File: src/rtl/pc_stack_unit.sv
// Program counter with an integrated return-address stack for the instruction ROM.
// All state moves on the falling clock edge so pc is settled for the rising-edge ROM read.
module pc_stack_unit #(
    parameter int              AW        = 16,
    parameter int              OW        = 8,
    parameter int              DEPTH     = 8,
    parameter logic [AW-1:0]   RESET_VEC = '0
) (
    input  logic                     clk,
    input  logic                     rst_n,
    input  logic                     stall,
    input  logic [2:0]               op,
    input  logic [AW-1:0]            target,
    input  logic [OW-1:0]            offset,
    input  logic                     clr_err,
    output logic [AW-1:0]            pc,
    output logic [$clog2(DEPTH):0]   depth,
    output logic                     full,
    output logic                     empty,
    output logic                     err_ovf,
    output logic                     err_unf
);

    localparam int PW = $clog2(DEPTH);
    localparam int DW = PW + 1;
    localparam logic [DW-1:0] FULL_CNT = DW'(DEPTH);
    localparam logic [DW-1:0] ONE_CNT  = {{PW{1'b0}}, 1'b1};

    localparam logic [2:0] OP_NEXT   = 3'd1;
    localparam logic [2:0] OP_JUMP   = 3'd2;
    localparam logic [2:0] OP_BRANCH = 3'd3;
    localparam logic [2:0] OP_CALL   = 3'd4;
    localparam logic [2:0] OP_RET    = 3'd5;

    logic [AW-1:0] r_stack [DEPTH];

    logic [AW-1:0] w_pc_inc;
    logic [AW-1:0] w_off_ext;
    logic [AW-1:0] w_top;
    logic [AW-1:0] w_pc_nxt;
    logic [DW-1:0] w_depth_dec;
    logic [DW-1:0] w_depth_nxt;
    logic [PW-1:0] w_pop_idx;
    logic          w_is_full;
    logic          w_is_empty;
    logic          w_push;
    logic          w_ovf_nxt;
    logic          w_unf_nxt;

    assign w_pc_inc    = pc + {{(AW-1){1'b0}}, 1'b1};
    assign w_off_ext   = AW'($signed(offset));
    assign w_depth_dec = depth - ONE_CNT;
    assign w_pop_idx   = w_depth_dec[PW-1:0];
    assign w_top       = r_stack[w_pop_idx];
    assign w_is_full   = (depth == FULL_CNT);
    assign w_is_empty  = (depth == {DW{1'b0}});

    // Next-state decode; a clear is applied first so a faulting op in the same edge still sets its flag.
    always_comb begin
        w_pc_nxt    = pc;
        w_depth_nxt = depth;
        w_ovf_nxt   = err_ovf;
        w_unf_nxt   = err_unf;
        w_push      = 1'b0;
        if (!stall) begin
            if (clr_err) begin
                w_ovf_nxt = 1'b0;
                w_unf_nxt = 1'b0;
            end else begin
                w_ovf_nxt = err_ovf;
                w_unf_nxt = err_unf;
            end
            case (op)
                OP_NEXT:   w_pc_nxt = w_pc_inc;
                OP_JUMP:   w_pc_nxt = target;
                OP_BRANCH: w_pc_nxt = pc + w_off_ext;
                OP_CALL: begin
                    if (w_is_full) begin
                        w_ovf_nxt = 1'b1;
                    end else begin
                        w_push      = 1'b1;
                        w_depth_nxt = depth + ONE_CNT;
                        w_pc_nxt    = target;
                    end
                end
                OP_RET: begin
                    if (w_is_empty) begin
                        w_unf_nxt = 1'b1;
                    end else begin
                        w_pc_nxt    = w_top;
                        w_depth_nxt = w_depth_dec;
                    end
                end
                default:   w_pc_nxt = pc;
            endcase
        end else begin
            w_push = 1'b0;
        end
    end

    // Architectural state and registered status flags.
    always_ff @(negedge clk or negedge rst_n) begin
        if (!rst_n) begin
            pc      <= RESET_VEC;
            depth   <= {DW{1'b0}};
            full    <= 1'b0;
            empty   <= 1'b1;
            err_ovf <= 1'b0;
            err_unf <= 1'b0;
        end else begin
            pc      <= w_pc_nxt;
            depth   <= w_depth_nxt;
            full    <= (w_depth_nxt == FULL_CNT);
            empty   <= (w_depth_nxt == {DW{1'b0}});
            err_ovf <= w_ovf_nxt;
            err_unf <= w_unf_nxt;
        end
    end

    // Return-address storage; contents are never reset, depth alone defines validity.
    always_ff @(negedge clk) begin
        if (w_push && rst_n) begin
            r_stack[depth[PW-1:0]] <= w_pc_inc;
        end
    end

endmodule

File: config.mk
export PLATFORM = sky130hd
export DESIGN_NAME = pc_stack_unit
export DESIGN_NICKNAME = d
export VERILOG_FILES = /design/src/rtl/pc_stack_unit.sv
export SDC_FILE = /design/constraint.sdc
export NUM_CORES = 1
export LEC_CHECK = 0
export CAP_MARGIN = 0
export CORE_MARGIN = 3
export CORE_UTILIZATION = 30
export CTS_CLUSTER_DIAMETER = 40
export DETAILED_ROUTE_END_ITERATION = 8
export SLEW_MARGIN = 40
export SYNTH_ARGS = -nofsm -noshare
export SYNTH_HDL_FRONTEND = slang
export SYNTH_SLANG_ARGS = --single-unit
File: constraint.sdc
create_clock -name clk -period 4 [get_ports clk]
set_input_delay 0.4 -clock clk [delete_from_list [all_inputs] [get_ports clk]]
set_output_delay 0.4 -clock clk [all_outputs]
set_load 0.02 [all_outputs]
==> flow_summary.yaml <==
status:
  outcome: "finished with violations"
  violations: "setup timing"
yosys:
  synth_area_um2: 7600
  synth.distinct_cells: 70
  async_reset_ff_share_pct: 15.8
  synth_edf_count: 128
  yosysTopAreaCellShare_pct: 50.6
  synth_xor_area_share_pct: 3.11
  netlist_top_cells_area: "edfxtp_1 (51%), mux4_2 (9.5%), dfrtn_1 (7.6%), ha_1 (3.0%), a21oi_1 (2.8%)"
  syn_inst: 565
  synthFlopType: "edfxtp_1"
  synth_seq_cells: 152
  synth_adder_area_share_pct: 3.23
  synth_top_family_by_area: "compound AO/OA/AOI/OAI gates"
  synth-simple-area-share_pct: 10.1
  synth_compound_area_share_pct: 11.5
  ys_seq_area_share_pct: 58.5
  synth_top_cell_by_area: "edfxtp_1"
  synth_nets: 615
  syn_area_per_cell_um2: 13.4
  muxShareOfSynthArea_pct: 10.6
  yosysWarnings: 0
grt:
  track_usage_pct: 16.0
  antenna_found_initial: 0
  grt_start_max_net_pins: 37
  grt_pass1_wl_um: 33200
  gr-total-overflow: 0
  grt_pass1_vias: 6353
finish:
  utilization_pct: 43.8
  antenna_cells: 0
  final_common_cell: "inv_1"
  final_cell_mix: "inv_1 (144), edfxtp_1 (128), buf_4 (111), nand2_1 (52), clkdlybuf4s50_1 (41)"
  synthToLayoutAreaGrowth_pct: 41.9
  nets: 907
  drive_gt1_share_pct: 28.7
critical_path:
  cp_max_fo: 2
  cp_top_family: "compound AO/OA/AOI/OAI gates"
  cp-start-kind: "input port"
  path_cells: "buf_6, ha_4, inv_2, fa_2, and2b_2, o31ai_4, a31oi_4, nand2b_1, mux2_4, a311oi_2, o211ai_1"
  critical_path.endpoint_type: "flop"
  slowest_stage: "o31ai_4"
  crit_path_max_incr_delay_ns: 0.30
  path_buf_inv: 2
  cp.depth: 11
  required_ns: 2.23
  cp.arrival_ns: 2.27
  r2r_cells: 9
  crit_type: "in2reg"
detailed_routing:
  routedWlPerCell_um: 17.5
  dr.pass1.iters: 4
  first_iter_violations: 445
  wirelength_um: 20800
  vias_per_cell: 4.91
  drc: 0
  dr_total_vias: 5859
  postRouteAntennaNets: 0
die:
  die-area_um2: 27300
  core_area_um2: 24600
  rows: 57
  start_util_pct: 30.9
  die_height_um: 165
  dieWidth_um: 165
  io_pins: 55
clock_tree:
  clk_pin_slew_ns: 0.05
  clock_latency_ns: 0.45
  cts_tree: "built"
  cts_max_level: 4
  numCtsBuffers: 17
  clkSinkCount: 152
  cts_buffer_depth: 2
  clockRootBuffer: "clkbuf_16"
placement:
  port_buffers: 54
  gp_congestion: 0.875
  pre_cts_ws_ns: -1.02
  dp_hpwl_um: 14500
sta:
  rsz0062_at_grt: "true"
  finalHoldWorstSlack_ns: 0.447
  finalSetupTns_ns: -0.0417
  final_max_slew_viol_count: 0
  setup_slack_ns: -0.0417
  relSlewSlack_pct: 49.5
  worst_pin_slew_ns: 0.752
  clock-skew-final_ns: 0.0597
  hold_violations: 0
  finalSetupViolCount: 1
power_and_ir_drop:
  p_sw_share_pct: 38.3
  leakage_uw: 0.00438
  internal-power_uw: 4780
  p_per_area_nw_per_um2: 717
  p_seq_share_pct: 27.7
  power.share.clock_pct: 26.8
  comb_power_share_pct: 45.4
  ir_drop_mv: 0.314
  p_switching_uw: 2960
  fin_total_pwr_uw: 7740
min_path:
  holdPathStages: 2
  hp-class: "reg2reg"
job:
  maxCapViolations: 0
[tightest hold or removal path: cells and delay by family (launching register included)]
family          cells  cell delay, ns
compound gates      1            0.05
flops               1            0.42
simple gates        1            0.05
[worst paths after layout]
kind	slack [ns]	to	startpoint
setup reg to reg	1.11	pc[14]$_DFFE_NN0P_	depth[1]$_DFF_NN0_
hold reg to reg	0.45	err_unf$_DFFE_NN0N_	err_unf$_DFFE_NN0N_
min in group asynchronous	2.32	depth[1]$_DFF_NN0_	rst_n
setup / recovery	-0.04	pc[14]$_DFFE_NN0P_	offset[0]
hold / removal	0.45	err_unf$_DFFE_NN0N_	err_unf$_DFFE_NN0N_
max in group asynchronous	1.33	empty$_DFF_NN1_	rst_n
[power by group through the flow]
stage	Clock (µW)	Sequential [µW]	Combinational, µW
floorplan	193	2360	1830
global placement	193	2180	3190
detailed placement	193	2180	3240
CTS	2140	2150	3480
global route	2340	2160	3800
finish	2080	2150	3520
[synthesized netlist by cell type, types with 2 or more instances]
cell type,n
edfxtp_1,128
nand2_1,52
a21oi_1,42
mux4_2,32
nor2_1,28
o21ai_0,25
dfrtn_1,23
ha_1,18
inv_1,16
nand3_1,15
xor2_1,14
nor3_1,13
xnor2_1,13
buf_2,11
nand2b_1,10
a311oi_1,7
mux2i_1,7
buf_4,6
clkbuf_1,6
o211ai_1,6
a21o_1,5
and3_1,5
nand4_1,5
a31oi_1,4
nor2b_1,4
o21a_1,4
o31ai_1,4
a221o_1,3
a221oi_1,3
and2_1,3
buf_1,3
buf_6,3
nor2_2,3
nor4_1,3
a2111oi_0,2
a22oi_1,2
a311o_1,2
nor4b_1,2
o221ai_1,2
[cell families (layout without fill, tap and decap cells)]
group | Yosys count | in the layout
flip-flops | 152 | 152
adder cells (fa/ha/maj) | 19 | 19
buffers and inverters | 45 | 350
multiplexers | 40 | 40
AO/OA/AOI/OAI | 129 | 129
AND/OR/NAND/NOR | 153 | 153
XOR/XNOR | 27 | 27
[layer usage]
metal	global-route usage (%)	up-vias	wire length, µm	share of wire, %
met5	0	-	0	0
met4	6.94	0	388	1.9
met3	3.54	25	797	3.8
met2	26.7	141	10500	50
met1	19.9	2887	9210	44
li1	-	2806	-	-
[state kept, by name, summed over array words and instances (netlist names)]
| register | count |
|---|---|
| r_stack | 128 |
| pc | 16 |
| depth | 4 |
| empty | 1 |
| err_ovf | 1 |
| err_unf | 1 |
| full | 1 |
[final cells by class]
cell class,count,area [µm²]
clock inverter,144,643
multi-input combinational,368,3280
tap,324,405
clock buffer,17,425
timing repair buffer,174,1530
fill,2305,13800
sequential,152,4450
inverter,15,56.3
[per-stage QoR]
step	cells	area [µm²]
final	1194	10800
after global routing	1194	10800
after CTS	1193	10700
after detailed placement	1025	9400
after global placement	1025	9400
after floorplan	565	7710
[timing repair]
action | 4_1_cts | 5_1_grt
pin swaps | 22 | 21
setup endpoints to repair | 48 | 16
hold buffers | 0 | 0
gates resized for setup | 57 | 14
setup buffers | 8 | 2
Note: power is estimated with default switching activity, not from simulation.
